<file path="src/rtl/module_operand_entry_fsm_pkg.sv">
// -----------------------------------------------------------------------------
// pkg_operand_entry
// Shared definitions for the operand entry sequencer: the FSM state type,
// default key codes and timeout, and a digit-classification helper.
// -----------------------------------------------------------------------------
package pkg_operand_entry;

    localparam int unsigned KEY_W   = 4;
    localparam int unsigned STATE_W = 3;

    // Entry sequence order; the encoding is visible on state_o for debug.
    typedef enum logic [STATE_W-1:0] {
        WAIT_A = 3'd0,
        LOAD_A = 3'd1,
        WAIT_B = 3'd2,
        LOAD_B = 3'd3,
        READY  = 3'd4
    } state_t;

    localparam int unsigned      DIGIT_MAX_DEF   = 9;
    localparam logic [KEY_W-1:0] KEY_ENTER_DEF   = 4'hA;
    localparam logic [KEY_W-1:0] KEY_CLEAR_DEF   = 4'hC;
    localparam int unsigned      TIMEOUT_CYC_DEF = 100_000_000;

    // A code is a digit when it lies in 0..dmax.
    function automatic logic is_digit(input logic [KEY_W-1:0] code,
                                      input int unsigned dmax);
        return (32'(code) <= dmax);
    endfunction

endpackage

</file>
<file path="src/rtl/module_operand_entry_fsm_if.sv">
// -----------------------------------------------------------------------------
// module_operand_entry_fsm_if
// Bundles the keypad/arithmetic-side inputs and operand-register-side outputs
// of the operand entry sequencer.
//   master : environment (keypad decoder + arithmetic stage + operand reg)
//   slave  : the sequencer itself
// Signals:
//   key_valid/key_code  1-cycle key strobe and decoded code
//   calc_done           1-cycle strobe, result consumed
//   num, load_a, load_b operand value and 1-cycle write pulses
//   operands_ready      level, both operands committed
//   staged, staged_vld  staged digit echo
//   key_err             1-cycle rejected-key pulse
//   state_o             debug state encoding
// -----------------------------------------------------------------------------
interface module_operand_entry_fsm_if;
    import pkg_operand_entry::*;

    logic               key_valid;
    logic [KEY_W-1:0]   key_code;
    logic               calc_done;
    logic [KEY_W-1:0]   num;
    logic               load_a;
    logic               load_b;
    logic               operands_ready;
    logic [KEY_W-1:0]   staged;
    logic               staged_vld;
    logic               key_err;
    logic [STATE_W-1:0] state_o;

    modport master (
        output key_valid, key_code, calc_done,
        input  num, load_a, load_b, operands_ready,
        input  staged, staged_vld, key_err, state_o
    );

    modport slave (
        input  key_valid, key_code, calc_done,
        output num, load_a, load_b, operands_ready,
        output staged, staged_vld, key_err, state_o
    );

endinterface

</file>
<file path="src/rtl/module_operand_entry_fsm_timeout.sv">
// -----------------------------------------------------------------------------
// module_entry_timeout
// Idle counter for the second-operand wait. Counts while enable is high and
// clear is low; expire is asserted combinationally in the cycle the count has
// reached TIMEOUT_CYC-1, so the owner leaves after exactly TIMEOUT_CYC idle
// cycles. The count saturates instead of wrapping. TIMEOUT_CYC=0 disables it.
// Ports:
//   clk, rst  clock, asynchronous active-low reset
//   enable    count this cycle
//   clear     restart from zero (wins over enable)
//   expire    idle limit reached this cycle
// -----------------------------------------------------------------------------
module module_entry_timeout #(
    parameter int unsigned TIMEOUT_CYC = 16
) (
    input  logic clk,
    input  logic rst,
    input  logic enable,
    input  logic clear,
    output logic expire
);

    // Keep at least one bit so the disabled/trivial cases still elaborate.
    localparam int unsigned CNT_W = (TIMEOUT_CYC < 2) ? 1 : $clog2(TIMEOUT_CYC + 1);
    localparam bit          TO_EN = (TIMEOUT_CYC != 0);
    localparam logic [CNT_W-1:0] CNT_LAST = TO_EN ? CNT_W'(TIMEOUT_CYC - 1) : '0;

    logic [CNT_W-1:0] count_q;
    logic [CNT_W-1:0] count_d;

    always_comb begin
        count_d = count_q;
        if (!TO_EN || clear || !enable) begin
            count_d = '0;
        end else if (count_q != CNT_LAST) begin
            count_d = count_q + CNT_W'(1);
        end
    end

    always_ff @(posedge clk or negedge rst) begin
        if (!rst) begin
            count_q <= '0;
        end else begin
            count_q <= count_d;
        end
    end

    assign expire = TO_EN && enable && !clear && (count_q == CNT_LAST);

endmodule

</file>
<file path="src/rtl/module_operand_entry_fsm.sv">
// -----------------------------------------------------------------------------
// module_operand_entry_fsm
// Front-end sequencer between the keypad decoder and the operand register.
// Stages a digit, commits it as operand A on ENTER, then operand B, raises
// operands_ready and waits for calc_done before starting over.
// Ports:
//   clk   system clock
//   rst   asynchronous active-low reset
//   bus   slave side of module_operand_entry_fsm_if (keys, calc_done in;
//         num/load_a/load_b/operands_ready/staged/staged_vld/key_err/state_o out)
// -----------------------------------------------------------------------------
module module_operand_entry_fsm
    import pkg_operand_entry::*;
#(
    parameter int unsigned      DIGIT_MAX   = DIGIT_MAX_DEF,
    parameter logic [KEY_W-1:0] KEY_ENTER   = KEY_ENTER_DEF,
    parameter logic [KEY_W-1:0] KEY_CLEAR   = KEY_CLEAR_DEF,
    parameter int unsigned      TIMEOUT_CYC = TIMEOUT_CYC_DEF
) (
    input  logic                       clk,
    input  logic                       rst,
    module_operand_entry_fsm_if.slave  bus
);

    state_t           state_q, state_d;
    logic [KEY_W-1:0] staged_q, staged_d;
    logic             staged_vld_q, staged_vld_d;
    logic [KEY_W-1:0] num_q, num_d;
    logic             key_err_q, key_err_d;

    logic key_digit;
    logic key_enter;
    logic key_clear;
    logic key_bad;
    logic to_enable;
    logic to_expire;

    assign key_digit = bus.key_valid && is_digit(bus.key_code, DIGIT_MAX);
    assign key_enter = bus.key_valid && (bus.key_code == KEY_ENTER);
    assign key_clear = bus.key_valid && (bus.key_code == KEY_CLEAR);
    assign key_bad   = bus.key_valid && !key_digit && !key_enter && !key_clear;

    // Any key press, accepted or not, counts as activity.
    assign to_enable = (state_q == WAIT_B);

    module_entry_timeout #(
        .TIMEOUT_CYC (TIMEOUT_CYC)
    ) u_timeout (
        .clk    (clk),
        .rst    (rst),
        .enable (to_enable),
        .clear  (bus.key_valid),
        .expire (to_expire)
    );

    always_comb begin
        state_d      = state_q;
        staged_d     = staged_q;
        staged_vld_d = staged_vld_q;
        num_d        = num_q;
        key_err_d    = 1'b0;

        unique case (state_q)
            WAIT_A, WAIT_B: begin
                if (key_clear) begin
                    state_d      = WAIT_A;
                    staged_vld_d = 1'b0;
                end else if (key_digit) begin
                    staged_d     = bus.key_code;
                    staged_vld_d = 1'b1;
                end else if (key_enter) begin
                    if (staged_vld_q) begin
                        // num is loaded here so it is already stable while
                        // the load pulse is high in the next cycle.
                        state_d      = (state_q == WAIT_A) ? LOAD_A : LOAD_B;
                        num_d        = staged_q;
                        staged_vld_d = 1'b0;
                    end else begin
                        key_err_d = 1'b1;
                    end
                end else if (key_bad) begin
                    key_err_d = 1'b1;
                end else if (to_expire) begin
                    state_d      = WAIT_A;
                    staged_vld_d = 1'b0;
                end
            end
            // Keys (including CLEAR) are dropped during the one load cycle.
            LOAD_A: state_d = WAIT_B;
            LOAD_B: state_d = READY;
            READY: begin
                if (key_clear || bus.calc_done) begin
                    state_d = WAIT_A;
                end else if (key_bad) begin
                    key_err_d = 1'b1;
                end
            end
            default: begin
                state_d      = WAIT_A;
                staged_vld_d = 1'b0;
            end
        endcase
    end

    always_ff @(posedge clk or negedge rst) begin
        if (!rst) begin
            state_q      <= WAIT_A;
            staged_q     <= '0;
            staged_vld_q <= 1'b0;
            num_q        <= '0;
            key_err_q    <= 1'b0;
        end else begin
            state_q      <= state_d;
            staged_q     <= staged_d;
            staged_vld_q <= staged_vld_d;
            num_q        <= num_d;
            key_err_q    <= key_err_d;
        end
    end

    // Pulses decode straight from the state register so they fall the
    // instant reset is asserted.
    assign bus.num            = num_q;
    assign bus.load_a         = (state_q == LOAD_A);
    assign bus.load_b         = (state_q == LOAD_B);
    assign bus.operands_ready = (state_q == READY);
    assign bus.staged         = staged_q;
    assign bus.staged_vld     = staged_vld_q;
    assign bus.key_err        = key_err_q;
    assign bus.state_o        = state_q;

endmodule

</file>
<file path="src/flat_wrapper.sv">
// flat-port wrapper written by rule: the top's interface ports become plain ports
module module_operand_entry_fsm_flat import pkg_operand_entry::*;
#(
    parameter int unsigned      DIGIT_MAX   = DIGIT_MAX_DEF,
    parameter logic [KEY_W-1:0] KEY_ENTER   = KEY_ENTER_DEF,
    parameter logic [KEY_W-1:0] KEY_CLEAR   = KEY_CLEAR_DEF,
    parameter int unsigned      TIMEOUT_CYC = TIMEOUT_CYC_DEF
)
  (clk, rst, bus_key_valid, bus_key_code, bus_calc_done, bus_num, bus_load_a, bus_load_b, bus_operands_ready, bus_staged, bus_staged_vld, bus_key_err, bus_state_o);
  module_operand_entry_fsm_if bus_i ();
  input  logic clk;
  input  logic rst;
  input wire logic [$bits(bus_i.key_valid)-1:0] bus_key_valid;
  input wire logic [$bits(bus_i.key_code)-1:0] bus_key_code;
  input wire logic [$bits(bus_i.calc_done)-1:0] bus_calc_done;
  output wire logic [$bits(bus_i.num)-1:0] bus_num;
  output wire logic [$bits(bus_i.load_a)-1:0] bus_load_a;
  output wire logic [$bits(bus_i.load_b)-1:0] bus_load_b;
  output wire logic [$bits(bus_i.operands_ready)-1:0] bus_operands_ready;
  output wire logic [$bits(bus_i.staged)-1:0] bus_staged;
  output wire logic [$bits(bus_i.staged_vld)-1:0] bus_staged_vld;
  output wire logic [$bits(bus_i.key_err)-1:0] bus_key_err;
  output wire logic [$bits(bus_i.state_o)-1:0] bus_state_o;
  assign bus_i.key_valid = bus_key_valid;
  assign bus_i.key_code = bus_key_code;
  assign bus_i.calc_done = bus_calc_done;
  assign bus_num = bus_i.num;
  assign bus_load_a = bus_i.load_a;
  assign bus_load_b = bus_i.load_b;
  assign bus_operands_ready = bus_i.operands_ready;
  assign bus_staged = bus_i.staged;
  assign bus_staged_vld = bus_i.staged_vld;
  assign bus_key_err = bus_i.key_err;
  assign bus_state_o = bus_i.state_o;
  module_operand_entry_fsm #(.DIGIT_MAX(DIGIT_MAX), .KEY_ENTER(KEY_ENTER), .KEY_CLEAR(KEY_CLEAR), .TIMEOUT_CYC(TIMEOUT_CYC)) u_core (.clk(clk), .rst(rst), .bus(bus_i));
endmodule
</file>
<file path="config.mk">
export PLATFORM = sky130hd
export DESIGN_NAME = module_operand_entry_fsm_flat
export DESIGN_NICKNAME = d
export VERILOG_FILES = /design/src/rtl/module_operand_entry_fsm_pkg.sv /design/src/rtl/module_operand_entry_fsm_if.sv /design/src/rtl/module_operand_entry_fsm_timeout.sv /design/src/rtl/module_operand_entry_fsm.sv /design/src/flat_wrapper.sv
export SDC_FILE = /design/constraint.sdc
export NUM_CORES = 1
export LEC_CHECK = 0
export BUFFER_PORTS_ARGS = -buffer_cell sky130_fd_sc_hd__buf_2
export CAP_MARGIN = 10
export CORE_MARGIN = 1
export CORE_UTILIZATION = 50
export DETAILED_ROUTE_END_ITERATION = 12
export PLACE_DENSITY_LB_ADDON = 0.3
export RECOVER_POWER = 50
export SYNTH_ARGS = -nofsm -noshare
export SYNTH_HDL_FRONTEND = slang
export SYNTH_SLANG_ARGS = --single-unit
</file>
<file path="constraint.sdc">
create_clock -name clk -period 2.3 [get_ports clk]
set_input_delay 0.575 -clock clk [delete_from_list [all_inputs] [get_ports clk]]
set_output_delay 0.575 -clock clk [all_outputs]
set_load 0.05 [all_outputs]
</file>
* Word level (Yosys, flattened, before mapping) *
Cells that the tools add are included.
Widths: inputs -> output; s select.

cells by class
  add/subtract/negate cells = 1
  $lt $le $gt $ge = 1
  eq/ne operators = 15
  multiplexer cells = 24
  bitwise operators = 3
  reductions and logical operators = 23

operators by type and width
  cell                   count
  $mux 27                2
  $add 27x1->27 const B  1
  $eq 27x27->1 const B   1
  $ne 27x27->1 const B   1
  $mux 3                 7
  $pmux 3 s4             1
  $mux 1                 11
  $reduce_and 5->1       2
  $eq 4x4->1 const B     2
  $logic_and 1x1->1      8
  $eq 3x2->1 const B     2
  $reduce_and 3->1       2
  $logic_not 1->1        5
  $ne 5x1->1 const B     1
  $ne 5x2->1 const B     1
  $le 4x4->1 const B     1
  $ne 4x1->1 const B     1
  $ne 4x2->1 const B     1
  $ne 4x3->1 const B     1
  $pmux 1 s2             2
  $eq 3x1->1 const B     1
  $eq 3x3->1 const B     1
  $logic_not 3->1        1
  $ne 3x3->1 const B     1
  7 further kinds        10

storage, ports and cells
  bits in registers = 40

* Longest topological paths before layout *
  word-level depth = 11
  mapped depth = 7
  mapped depth without buffers = 6

* Cells and area by module *
A second synthesis with hierarchy kept.

unflattened totals
  cells, all modules = 218
  area total of the unflattened synthesis = 2,217.1 um^2

modules (own cells, without submodules)
  module                    times used  cells each  area an instance (um^2)
  module_entry_timeout      1           168         1,600.3
  module_operand_entry_fsm  1           50          616.8

* Worst setup path after synthesis *
Ideal clock, no wire load.

  path kind = reg2out
  start point = reg u_core.state_q[2] (netlist: u_core.bus.state_o[2])
  end point = out bus_operands_ready
  data arrival time = 1,998 ps
  slack = -273 ps
  stages on the path, launching flop included = 2
  cell sequence = dfrtp_1 > nor3b_1

between the ends
  word-level cells in the longest chain between the ends = 1

RTL lines
  what                    RTL line                         text
  from (decl)             module_operand_entry_fsm.sv:25   state_t state_q, state_d;
  from (signal assigned)  module_operand_entry_fsm.sv:113  state_q <= state_d;
  $eq 3x3->1              module_operand_entry_fsm.sv:126  assign bus.operands_ready = (state_q == READY);
  to (decl)               flat_wrapper.sv:19               output wire logic [$bits(bus_i.operands_ready)-1:0] bus_operands_ready;

No other way between the ends.

* Worst setup path after layout *
  start point = reg u_core.state_q[0] (netlist: u_core.bus.state_o[0])
  end point = out bus_load_b

between the ends
  word-level cells in the longest chain between the ends = 1

RTL lines
  what        RTL line                         text
  $eq 3x2->1  module_operand_entry_fsm.sv:125  assign bus.load_b = (state_q == LOAD_B);
  to (decl)   flat_wrapper.sv:18               output wire logic [$bits(bus_i.load_b)-1:0] bus_load_b;

No other way between the ends.

==> metrics.yaml <==
detailed_routing:
  avgViaCountPerCell: 5.73
  first_pass_iters: 4
  drc_errors: 0
  post_drt_wl_per_cell_um: 14.4
  drtIter0Drc: 66
  routed-via-count: 1588
  ant_nets: 0
  totalWireLength_um: 4000
setup_path:
  arrival_ns: 1.45
  crit_buf_inv: 1
  r2r_start: "u_core.u_timeout.count_q[0]"
  worstSetupStartpointType: "flop"
  reg2reg_setup_slack_ns: 0.28
  critPathTopFamily: "flip-flops"
  r2r_end: "u_core.u_timeout.count_q[1]"
  slowest_stage: "dfrtp_1"
  max_stage_delay_ns: 0.50
  cp_cell_sequence: "nor2b_1, and2_1, buf_2"
  rr_worst_depth: 6
  cp-endpoint: "bus_load_b"
  worstSetupPathDepth: 3
  endpoint_kind: "output pin"
  worstPathRequired_ns: 1.73
  crit_type: "reg -> out"
  cp_max_fo: 8
  crit_start: "u_core.bus.state_o[0]"
clock_tree:
  ctsResizeCount: 0
  clk_pin_slew_ns: 0.08
  hold_buffers: 0
  worstSkewPairLatency_ns: 0.29
  h-tree-depth: 2
  cts_setup_buffers: 0
  cts_buffers: 5
  cts_num_sinks: 40
  cts_root_buffer: "clkbuf_8"
  cts.path.max_buffers: 2
  cts_tree: "built"
cells_and_area:
  nets: 237
  area_growth_pct: 14.6
  filler_cell_count: 300
  drive_above_1_share: 0.162
  diodes: 0
power:
  power.density_nw_per_um2: 734
  cellLeakagePower_nw: 1.04
  peakVddDrop_v: 0.000513
sta:
  fin_tns_setup_ns: 0
  fmax_ghz: 0.495
  setup_viol: 0
  tightest_slew_ns: 1.06
  fin_crit_sh: 0.879
  hold_violations: 0
  slew_headroom: 0.295
  finalCriticalPeriod_ns: 2.02
  slew_violations: 0
  fin_skew_ns: 0.00894
  whs_ns: 0.443
  rsz0062_at_grt: "false"
die:
  row_count: 22
  die_h_um: 65.7
  die_area_um2: 4320
  ios: 24
  core_region_area_um2: 3770
  initial_core_util: 0.538
  die_w_um: 65.7
global_route:
  grt_pass1_vias: 1493
  antenna_found_initial: 0
  grt_pass1_wl_um: 6940
  track_usage: 0.214
  grt.overflow.total: 0
  grt_use_met2: 0.335
  use_met3: 0.0642
  grt_start_max_net_pins: 22
  use_met1: 0.279
  gr-max-usage-layer: "met2"
yosys:
  synth_edf_count: 0
  synth_area_per_cell_um2: 10.3
  yosys-top-cells-count: "dfrtp_1, nor2_1, nand3_1, xor2_1, nand2_1"
  synth_area_leaders: "dfrtp_1, xor2_1, nand3_1"
  yosysMostFrequentCell: "dfrtp_1"
  ys_dominant_reg_cell: "dfrtp_1"
  netlist_instances: 198
  synth.largest_area_cell: "dfrtp_1"
  ys_seq_elements: 40
  synth.distinct_cells: 44
  synth_fp_nets: 207
  yosys_warnings: 0
  synth_top_area_frac: 0.493
  synthArstFlopShare: 1.00
  syn_area_um2: 2030
  yosysSeqAreaShare: 0.493
run:
  drv_cap: 0
worst_hold_path:
  hp-class: "in -> async"
placement:
  place.gp.congestion: 0.798
  port_buffers: 23
  dp_hpwl_um: 2800
status:
  outcome: "completed"
==> worst min path at each step <==
stage | startpoint | to | slack (ns)
6_report | rst | u_core.u_timeout.count_q[14] | 0.44
5_1_grt | u_core.bus.num[2] | u_core.bus.num[2] | 0.51
4_1_cts | rst | u_core.u_timeout.count_q[14] | 0.23
3_5_place_dp | u_core.bus.num[1] | u_core.bus.num[1] | 0.48
3_3_place_gp | u_core.bus.num[1] | u_core.bus.num[1] | 0.47
2_1_floorplan | rst | u_core.bus.key_err | 0.28
==> flip-flops by register name (all words and copies together), names as in the netlist <==
signal / flops
u_core.bus.key_err: 1
u_core.bus.state_o: 3
u_core.bus.staged_vld: 1
u_core.bus.num: 4
u_core.u_timeout.count_q: 27
u_core.bus.staged: 4
==> cell families (layout without fill, tap and decap cells) <==
kind of cell | count (synthesis) | in the layout | share of synthesized area
buffers and inverters | 7 | 38 | 0.0173
AOI/OAI and AO/OA | 26 | 26 | 0.0764
and+or+nand+nor | 96 | 96 | 0.276
muxes | 9 | 9 | 0.0493
xor gates and xnor gates | 19 | 19 | 0.0819
adders and majority gates | 1 | 1 | 0.00616
DFF | 40 | 40 | 0.493
==> cell type report <==
| type | instances | area (um^2) | share of cell area |
|---|---|---|---|
| repair buffers | 27 | 129 | 0.0554 |
| well taps | 48 | 60.1 | 0.0258 |
| clock buffers | 7 | 96.3 | 0.0414 |
| clock inverters | 1 | 30.0 | 0.0129 |
| inverters | 3 | 11.3 | 0.00484 |
| multi-input cells | 151 | 1000 | 0.430 |
| flip-flops and latches | 40 | 1000 | 0.430 |
==> metrics by stage <==
step | utilization | std cells | setup slack (ns) | total power [mW] | cell area [um^2]
finish | 0.617 | 277 | 0.279 | 1.71 | 2330
global route | 0.617 | 277 | 0.0521 | 1.78 | 2330
CTS | 0.621 | 277 | 0.268 | 1.73 | 2340
detailed placement | 0.588 | 269 | 0.298 | 1.11 | 2220
global placement | 0.588 | 269 | 0.344 | 1.11 | 2220
floorplan | - | 198 | 0.241 | 1.02 | 2040
==> layer usage <==
metal,up-vias,share of wire
met2,30,0.48
li1,778,-
met5,-,0
met3,6,0.035
met4,0,0.010
met1,774,0.48
==> power breakdown <==
group	internal (mW)	switching (mW)
logic	0.0701	0.237
registers	0.747	0.0357
clock network	0.383	0.235
total	1.20	0.508
==> placed cells by master, fill, tap and decap left out, drive strengths merged, types with 2 or more instances in the layout <==
master,Yosys,routed
a21oi,8,8
and2,5,5
and3,10,10
and4,3,3
buf,2,18
clkbuf,2,16
dfrtp,40,40
inv,3,3
mux2,8,8
nand2,13,13
nand3,15,15
nand4,7,7
nor2,20,20
nor3,2,2
nor3b,3,3
nor4,3,3
nor4b,3,3
o211ai,3,3
o21ai,9,9
or3,6,6
or4,2,2
xnor2,4,4
xor2,15,15
Note: power is estimated with default switching activity, not from simulation.
